$ cat src/rtl/scmp_useq_if.sv
// Signal bundle between the SC/MP microcode sequencer and its neighbours
// (opcode decoder, microcode ROM, bus interface, datapath, CONT pin).
// The sequencer side uses the master modport because it issues bus requests;
// everything that feeds or consumes the sequencer uses the slave modport.
interface scmp_useq_if #(
    parameter int UPC_W = 8
);
    logic [UPC_W-1:0] op_pc;
    logic             op_dly;
    logic [1:0]       mc_nxt;
    logic [UPC_W-1:0] mc_tgt;
    logic             mc_bus;
    logic             bus_ack;
    logic             cond;
    logic [7:0]       acc;
    logic [7:0]       disp;
    logic             cont;
    logic [UPC_W-1:0] upc;
    logic             upc_en;
    logic             bus_req;
    logic             halted;
    logic             dly_busy;

    modport master (
        input  op_pc, op_dly, mc_nxt, mc_tgt, mc_bus, bus_ack, cond, acc, disp, cont,
        output upc, upc_en, bus_req, halted, dly_busy
    );

    modport slave (
        output op_pc, op_dly, mc_nxt, mc_tgt, mc_bus, bus_ack, cond, acc, disp, cont,
        input  upc, upc_en, bus_req, halted, dly_busy
    );
endinterface

$ cat src/rtl/scmp_useq.sv
// SC/MP microcode sequencer: owns the microprogram counter, stalls it on
// unacknowledged bus cycles, dispatches to decoder entry points and runs the
// HALT/CONT wait and the DLY instruction countdown.
module scmp_useq #(
    parameter int               UPC_W      = 8,
    parameter logic [UPC_W-1:0] FETCH_ADDR = 8'h00,
    parameter logic [UPC_W-1:0] HALT_ADDR  = 8'h01,
    parameter int               DLY_W      = 18
) (
    input  logic           clk,
    input  logic           rst_n,
    scmp_useq_if.master    sif
);

    typedef enum logic [1:0] {
        ST_RUN  = 2'd0,
        ST_DLY  = 2'd1,
        ST_HALT = 2'd2
    } state_t;

    state_t           state_q, state_d;
    logic [UPC_W-1:0] upc_q, upc_d;
    logic [DLY_W-1:0] dly_cnt_q, dly_cnt_d;
    logic             retire;
    logic [DLY_W-1:0] acc_ext, disp_ext, dly_load;

    // A microinstruction retires unless it is waiting on its bus cycle
    assign retire   = !sif.mc_bus || sif.bus_ack;

    // DLY length: 13 + 2*acc + 514*disp, always fits in the counter
    assign acc_ext  = DLY_W'(sif.acc);
    assign disp_ext = DLY_W'(sif.disp);
    assign dly_load = DLY_W'(13) + (acc_ext << 1) + (disp_ext * DLY_W'(514));

    // State, microprogram counter and delay counter registers
    always_ff @(posedge clk or negedge rst_n) begin
        if (!rst_n) begin
            state_q   <= ST_RUN;
            upc_q     <= FETCH_ADDR;
            dly_cnt_q <= '0;
        end else begin
            state_q   <= state_d;
            upc_q     <= upc_d;
            dly_cnt_q <= dly_cnt_d;
        end
    end

    // Next-state and next-address selection
    always_comb begin
        state_d   = state_q;
        upc_d     = upc_q;
        dly_cnt_d = dly_cnt_q;
        case (state_q)
            ST_RUN: begin
                if (retire) begin
                    case (sif.mc_nxt)
                        2'b00: upc_d = upc_q + UPC_W'(1);
                        2'b01: upc_d = sif.mc_tgt;
                        2'b11: upc_d = sif.cond ? sif.mc_tgt : upc_q + UPC_W'(1);
                        default: begin
                            if (sif.op_pc == HALT_ADDR) begin
                                upc_d   = HALT_ADDR;
                                state_d = ST_HALT;
                            end else if (sif.op_dly) begin
                                upc_d     = sif.op_pc;
                                dly_cnt_d = dly_load;
                                state_d   = ST_DLY;
                            end else begin
                                upc_d = sif.op_pc;
                            end
                        end
                    endcase
                end
            end
            ST_DLY: begin
                dly_cnt_d = dly_cnt_q - DLY_W'(1);
                if (dly_cnt_q == DLY_W'(1)) begin
                    state_d = ST_RUN;
                end
            end
            ST_HALT: begin
                upc_d = HALT_ADDR;
                if (sif.cont) begin
                    state_d = ST_RUN;
                    upc_d   = FETCH_ADDR;
                end
            end
            default: begin
                state_d = ST_RUN;
                upc_d   = FETCH_ADDR;
            end
        endcase
    end

    // Outputs are combinational and held inactive while reset is asserted
    always_comb begin
        sif.upc      = upc_q;
        sif.upc_en   = rst_n && (state_q == ST_RUN) && retire;
        sif.bus_req  = rst_n && (state_q == ST_RUN) && sif.mc_bus;
        sif.halted   = rst_n && (state_q == ST_HALT);
        sif.dly_busy = rst_n && (state_q == ST_DLY);
    end

endmodule
$ cat src/flat_wrapper.sv
// flat-port wrapper written by rule: the top's interface ports become plain ports
module scmp_useq_flat 
#(
    parameter int               UPC_W      = 8,
    parameter logic [UPC_W-1:0] FETCH_ADDR = 8'h00,
    parameter logic [UPC_W-1:0] HALT_ADDR  = 8'h01,
    parameter int               DLY_W      = 18
)
  (clk, rst_n, sif_op_pc, sif_op_dly, sif_mc_nxt, sif_mc_tgt, sif_mc_bus, sif_bus_ack, sif_cond, sif_acc, sif_disp, sif_cont, sif_upc, sif_upc_en, sif_bus_req, sif_halted, sif_dly_busy);
  scmp_useq_if #(.UPC_W(UPC_W)) sif_i ();
  input  logic clk;
  input  logic rst_n;
  input wire logic [$bits(sif_i.op_pc)-1:0] sif_op_pc;
  input wire logic [$bits(sif_i.op_dly)-1:0] sif_op_dly;
  input wire logic [$bits(sif_i.mc_nxt)-1:0] sif_mc_nxt;
  input wire logic [$bits(sif_i.mc_tgt)-1:0] sif_mc_tgt;
  input wire logic [$bits(sif_i.mc_bus)-1:0] sif_mc_bus;
  input wire logic [$bits(sif_i.bus_ack)-1:0] sif_bus_ack;
  input wire logic [$bits(sif_i.cond)-1:0] sif_cond;
  input wire logic [$bits(sif_i.acc)-1:0] sif_acc;
  input wire logic [$bits(sif_i.disp)-1:0] sif_disp;
  input wire logic [$bits(sif_i.cont)-1:0] sif_cont;
  output wire logic [$bits(sif_i.upc)-1:0] sif_upc;
  output wire logic [$bits(sif_i.upc_en)-1:0] sif_upc_en;
  output wire logic [$bits(sif_i.bus_req)-1:0] sif_bus_req;
  output wire logic [$bits(sif_i.halted)-1:0] sif_halted;
  output wire logic [$bits(sif_i.dly_busy)-1:0] sif_dly_busy;
  assign sif_i.op_pc = sif_op_pc;
  assign sif_i.op_dly = sif_op_dly;
  assign sif_i.mc_nxt = sif_mc_nxt;
  assign sif_i.mc_tgt = sif_mc_tgt;
  assign sif_i.mc_bus = sif_mc_bus;
  assign sif_i.bus_ack = sif_bus_ack;
  assign sif_i.cond = sif_cond;
  assign sif_i.acc = sif_acc;
  assign sif_i.disp = sif_disp;
  assign sif_i.cont = sif_cont;
  assign sif_upc = sif_i.upc;
  assign sif_upc_en = sif_i.upc_en;
  assign sif_bus_req = sif_i.bus_req;
  assign sif_halted = sif_i.halted;
  assign sif_dly_busy = sif_i.dly_busy;
  scmp_useq #(.UPC_W(UPC_W), .FETCH_ADDR(FETCH_ADDR), .HALT_ADDR(HALT_ADDR), .DLY_W(DLY_W)) u_core (.clk(clk), .rst_n(rst_n), .sif(sif_i));
endmodule
$ cat config.mk
export PLATFORM = sky130hd
export DESIGN_NAME = scmp_useq_flat
export DESIGN_NICKNAME = d
export VERILOG_FILES = /design/src/rtl/scmp_useq_if.sv /design/src/rtl/scmp_useq.sv /design/src/flat_wrapper.sv
export SDC_FILE = /design/constraint.sdc
export NUM_CORES = 1
export LEC_CHECK = 0
export BUFFER_PORTS_ARGS = -buffer_cell sky130_fd_sc_hd__buf_4
export CAP_MARGIN = 5
export CORE_MARGIN = 2
export CORE_UTILIZATION = 30
export DETAILED_ROUTE_END_ITERATION = 12
export PLACE_DENSITY_LB_ADDON = 0.15
export SYNTH_ARGS = -nofsm -noshare
export SYNTH_HDL_FRONTEND = slang
export SYNTH_SLANG_ARGS = --single-unit
$ cat constraint.sdc
create_clock -name clk -period 3.9 [get_ports clk]
set_input_delay 0.585 -clock clk [delete_from_list [all_inputs] [get_ports clk]]
set_output_delay 0.585 -clock clk [all_outputs]
set_load 0.03 [all_outputs]
==> results.env <==
FLOORPLAN.DIE.HEIGHT_MICRONS=95.9
CTS.REPORTEDPATHS.CLKPINSLEW_NS=0.12
INSERTEDDIODECOUNT=0
MAXCLOCKFREQUENCY_GHz=0.378
MAXCAPVIOLCOUNT=0
YOSYS.CELL_TYPES.COUNT=59
WORSTSKEWPAIRLATENCY_NS=0.29
VDD_DROP_MAX_mV=0.243
LARGEST_NET_DEGREE_AT_THE_START_OF_GLOBAL_ROUTING=30
DIE_W_MICRONS=95.9
CTS.SINKS=28
SETUP-TNS-FINAL_NS=0
PLACE.DETAILED.HPWL_MM=5.73
FLIP_FLOP_CELL_WITH_THE_HIGHEST_COUNT_AFTER_SYNTHESIS='sky130_fd_sc_hd__dfrtp_1'
GRTUSAGETOTAL=0.165
POSTCTSSETUPBUFFERS=0
PLACE_CONGESTION=0.791
VIA_COUNT=2529
FP.COREAREA_SQ_MM=0.00822
MET3_WIRE_LEN_MICRONS=255
SYNTHESIS.NETS=370
NUMBER_OF_BUFFERS_CREATED_BY_CTS=3
HOLD_PATH_CLASS='in2async'
SYNTH-SEQ-AREA-SHARE=0.276
REPORT.FINAL.SLEW_VIOL_COUNT=0
CRIT_PATH_MAX_FANOUT=5
YOSYS_WARNINGS=0
SYNTH_EDF_COUNT=0
SYN_INST=314
RSZ0062_AT_GRT='no'
CTS-HTREE-LEVELS=1
SYN-CELL-AREA_SQ_MM=0.00254
INITIAL_UTILIZATION=0.309
REGTOREGENDPOINT='u_core.dly_cnt_q[8]$_DFFE_PN0P_'
DR.PASS1.ITERS=4
SYN_AVG_CELL_AREA_SQ_UM=8.08
TOTAL_LEAKAGE_POWER_nW=1.26
CRIT_PATH_FREQUENT_CELL='sky130_fd_sc_hd__ha_1'
WORST_CLOCK_SKEW_NS=0.0157
HIGHEST_LAYER='met4'
DETAILEDROUTE.FIRSTITERATIONVIOLATIONS=98
DESIGN.DIE.AREA_SQ_MM=0.00921
PATH_CELLS='buf_4 -> inv_1 -> ha_1 -> nor2_1 -> xor2_1 -> ha_1 -> or2_1 -> a21oi_1 -> a211oi_1 -> o21ai_0 -> xnor2_1 -> a211o_1'
LAYOUT_WORST_PATH_CYCLE_SHARE=0.679
CTS_MAX_PATH_BUFFERS=2
FINALSETUPVIOLATIONS=0
LAYOUT-DRIVE-GT1-SHARE=0.199
ROUTED-WL-MET2_MM=3.58
WL_PER_CELL_MICRONS=15.9
SYN2LAYOUT_AREA_GROWTH_PCT=21.5
POST_CTS.RESIZED_INSTANCES=0
R2R_CELLS=5
VIAS_PER_CELL=5.42
PORT-BUFFER-COUNT=52
ASYNCSETRESETFLOPFRACSYNTH=1.00
NETLIST.TOP_CELL.BY_AREA='sky130_fd_sc_hd__dfrtp_1'
ROUTEDLENGTHMET1_MM=3.55
WORSTPATHBUFFERINVERTERCOUNT=2
CP_SLOWEST_STAGE_DELAY_NS=0.42
FLOORPLAN.IO_PINS=53
CRITICALPATHCATEGORY='in2reg'
FINISH.UTILIZATION=0.375
POST-LAYOUT-TOTAL-POWER_W=0.00146
CRITICAL_PATH.REG2REG.STARTPOINT='u_core.state_q[1]$_DFFE_PN0P_'
HOLD_SLACK_NS=0.207
FINALCRITICALPERIOD_NS=2.65
YS_FF_LATCH=28
GLOBAL_ROUTE.OVERFLOW_TOTAL=0
DRT.ANTENNA.VIOLATING_NETS=0
CRIT_PATH_START_KIND='primary input'
NUMBER_OF_ANTENNA_VIOLATIONS_AT_THE_FIRST_CHECK_IN_GLOBAL_ROUTING=0
NUMBER_OF_NETS_IN_THE_LAYOUT=419
WORSTPATHARRIVAL_NS=2.84
CRITICAL_PATH.SLOWEST_CELL='sky130_fd_sc_hd__a211oi_1'
PLACEMENT_SETUP_SLACK_NS=0.928
DETAIL_ROUTE.WIRELENGTH_MM=7.40
POST-ROUTE-WORST-SETUP-SLACK_NS=1.25
POSTCTSHOLDBUFS=0
POST-ROUTE-DRC-COUNT=0
WORSTSETUPENDPOINTTYPE='flip-flop'
MAXSLEWHEADROOM=0.409
WIRE_LENGTH_OF_THE_FIRST_GLOBAL_ROUTING_PASS_MM=11.9
POWER_DENSITY_mW_PER_MM2=472
MOSTFREQUENTLAYOUTCELL='sky130_fd_sc_hd__buf_4'
TIGHTESTPINTRANSITION_NS=0.881
FINAL_CELL_MIX='sky130_fd_sc_hd__buf_4, sky130_fd_sc_hd__nor2_1, sky130_fd_sc_hd__dfrtp_1, sky130_fd_sc_hd__nand2_1, sky130_fd_sc_hd__a21oi_1'
YOSYS-TOP-CELLS-AREA='sky130_fd_sc_hd__dfrtp_1, sky130_fd_sc_hd__ha_1, sky130_fd_sc_hd__nor2_1, sky130_fd_sc_hd__a21oi_1, sky130_fd_sc_hd__nand2_1'
FINAL_HOLD_VIOL_COUNT=0
CPLARGESTDELAYFAMILY='compound AO/OA/AOI/OAI gates'
CTS_ROOT_BUF='sky130_fd_sc_hd__clkbuf_8'
SYNTHDOMINANTCELLAREASHARE=0.276
RRSETUPSLACK_NS=1.73
CRIT_REQUIRED_NS=4.09
OUTCOME='finished, final reports clean'
VIA_COUNT_OF_THE_FIRST_GLOBAL_ROUTING_PASS=2416
STD_CELL_ROWS=33
CLOCK_TREE_FROM_TRITONCTS='yes'
[per-layer routing]
| metal | global-route usage | vias up |
|---|---|---|
| li1 | - | 1261 |
| met1 | 0.228 | 1229 |
| met2 | 0.282 | 37 |
| met3 | 0.0266 | 2 |
| met4 | 0.0167 | 0 |
| met5 | 0 | - |
[registers in the layout, summed over array words and instances, names as in the netlist]
register / cells
u_core.sif.upc: 8
u_core.state_q: 2
u_core.dly_cnt_q: 18
[stage by stage]
| step | cells | instance area (sq um) |
|---|---|---|
| finish | 467 | 3080 |
| global route | 467 | 3080 |
| detailed placement | 463 | 3010 |
| global placement | 463 | 3010 |
| floorplan | 314 | 2540 |
| CTS | 467 | 3080 |
[cell families (layout without fill, tap and decap cells)]
kind of cell,Yosys count,in the layout,share of synthesized area
buffers and inverters,23,71,0.0454
and+or+nand+nor,130,130,0.275
DFF,28,28,0.276
AOI/OAI and AO/OA,98,98,0.257
xor gates and xnor gates,20,20,0.0691
adders and majority gates,15,15,0.0770
[cell type report]
cell class,count,area (sq um)
Sequential cell,28,701
Clock buffer,3,41.3
Fill cell,850,5130
Multi-Input combinational cell,263,1720
Tap cell,105,131
Inverter,12,45.0
Clock inverter,1,30.0
Timing Repair Buffer,55,413
[how the worst max path moves through the flow]
stage,start,endpoint,slack [ns],cells after the start
finish,sif_acc[1],u_core.dly_cnt_q[13]$_DFFE_PN0P_,1.25,12
global route,sif_acc[1],u_core.dly_cnt_q[13]$_DFFE_PN0P_,0.96,11
CTS,sif_acc[1],u_core.dly_cnt_q[13]$_DFFE_PN0P_,1.26,12
detailed placement,sif_acc[1],u_core.dly_cnt_q[13]$_DFFE_PN0P_,0.93,11
global placement,sif_acc[1],u_core.dly_cnt_q[13]$_DFFE_PN0P_,0.96,11
floorplan,sif_acc[1],u_core.dly_cnt_q[13]$_DFFE_PN0P_,1.33,11
[cells in the mapped netlist (2+ instances only)]
library cell                count
sky130_fd_sc_hd__nor4_4         2
sky130_fd_sc_hd__a211oi_1       7
sky130_fd_sc_hd__xor2_1         9
sky130_fd_sc_hd__o221ai_1       3
sky130_fd_sc_hd__nor2b_1        6
sky130_fd_sc_hd__a41oi_1        2
sky130_fd_sc_hd__dfrtp_1       28
sky130_fd_sc_hd__clkbuf_8       2
sky130_fd_sc_hd__clkbuf_1       7
sky130_fd_sc_hd__nor3_1         8
sky130_fd_sc_hd__a311oi_1       4
sky130_fd_sc_hd__nor2_1        42
sky130_fd_sc_hd__nor4_1         5
sky130_fd_sc_hd__nand4_1        8
sky130_fd_sc_hd__inv_1         12
sky130_fd_sc_hd__o211ai_1       9
sky130_fd_sc_hd__o31a_1         2
sky130_fd_sc_hd__o21ai_0       16
sky130_fd_sc_hd__and3_1         3
sky130_fd_sc_hd__nor4b_1        2
sky130_fd_sc_hd__a31oi_1        4
sky130_fd_sc_hd__nand3b_1       2
sky130_fd_sc_hd__a21oi_1       24
sky130_fd_sc_hd__nand2_1       27
sky130_fd_sc_hd__nand3_1        6
sky130_fd_sc_hd__o22ai_1        4
sky130_fd_sc_hd__ha_1          14
sky130_fd_sc_hd__nand2b_1       5
sky130_fd_sc_hd__a2111oi_0      2
sky130_fd_sc_hd__o21ai_1        8
sky130_fd_sc_hd__a21o_1         2
sky130_fd_sc_hd__xnor2_1       11
sky130_fd_sc_hd__or2_4          2
[worst reg2reg max path: stages, from the launching register on]
cell	delay (ns)
sky130_fd_sc_hd__dfrtp_1	0.71
sky130_fd_sc_hd__and2b_2	0.44
sky130_fd_sc_hd__a31oi_4	0.55
sky130_fd_sc_hd__nor2_1	0.12
sky130_fd_sc_hd__o22ai_1	0.14
sky130_fd_sc_hd__a41oi_1	0.07
[power breakdown]
group          internal, W  switching [W]
sequential        0.000388       0.000149
clock             0.000138       0.000106
combinational     0.000306       0.000368
total             0.000833       0.000623
(Power assumes the default switching activity.)
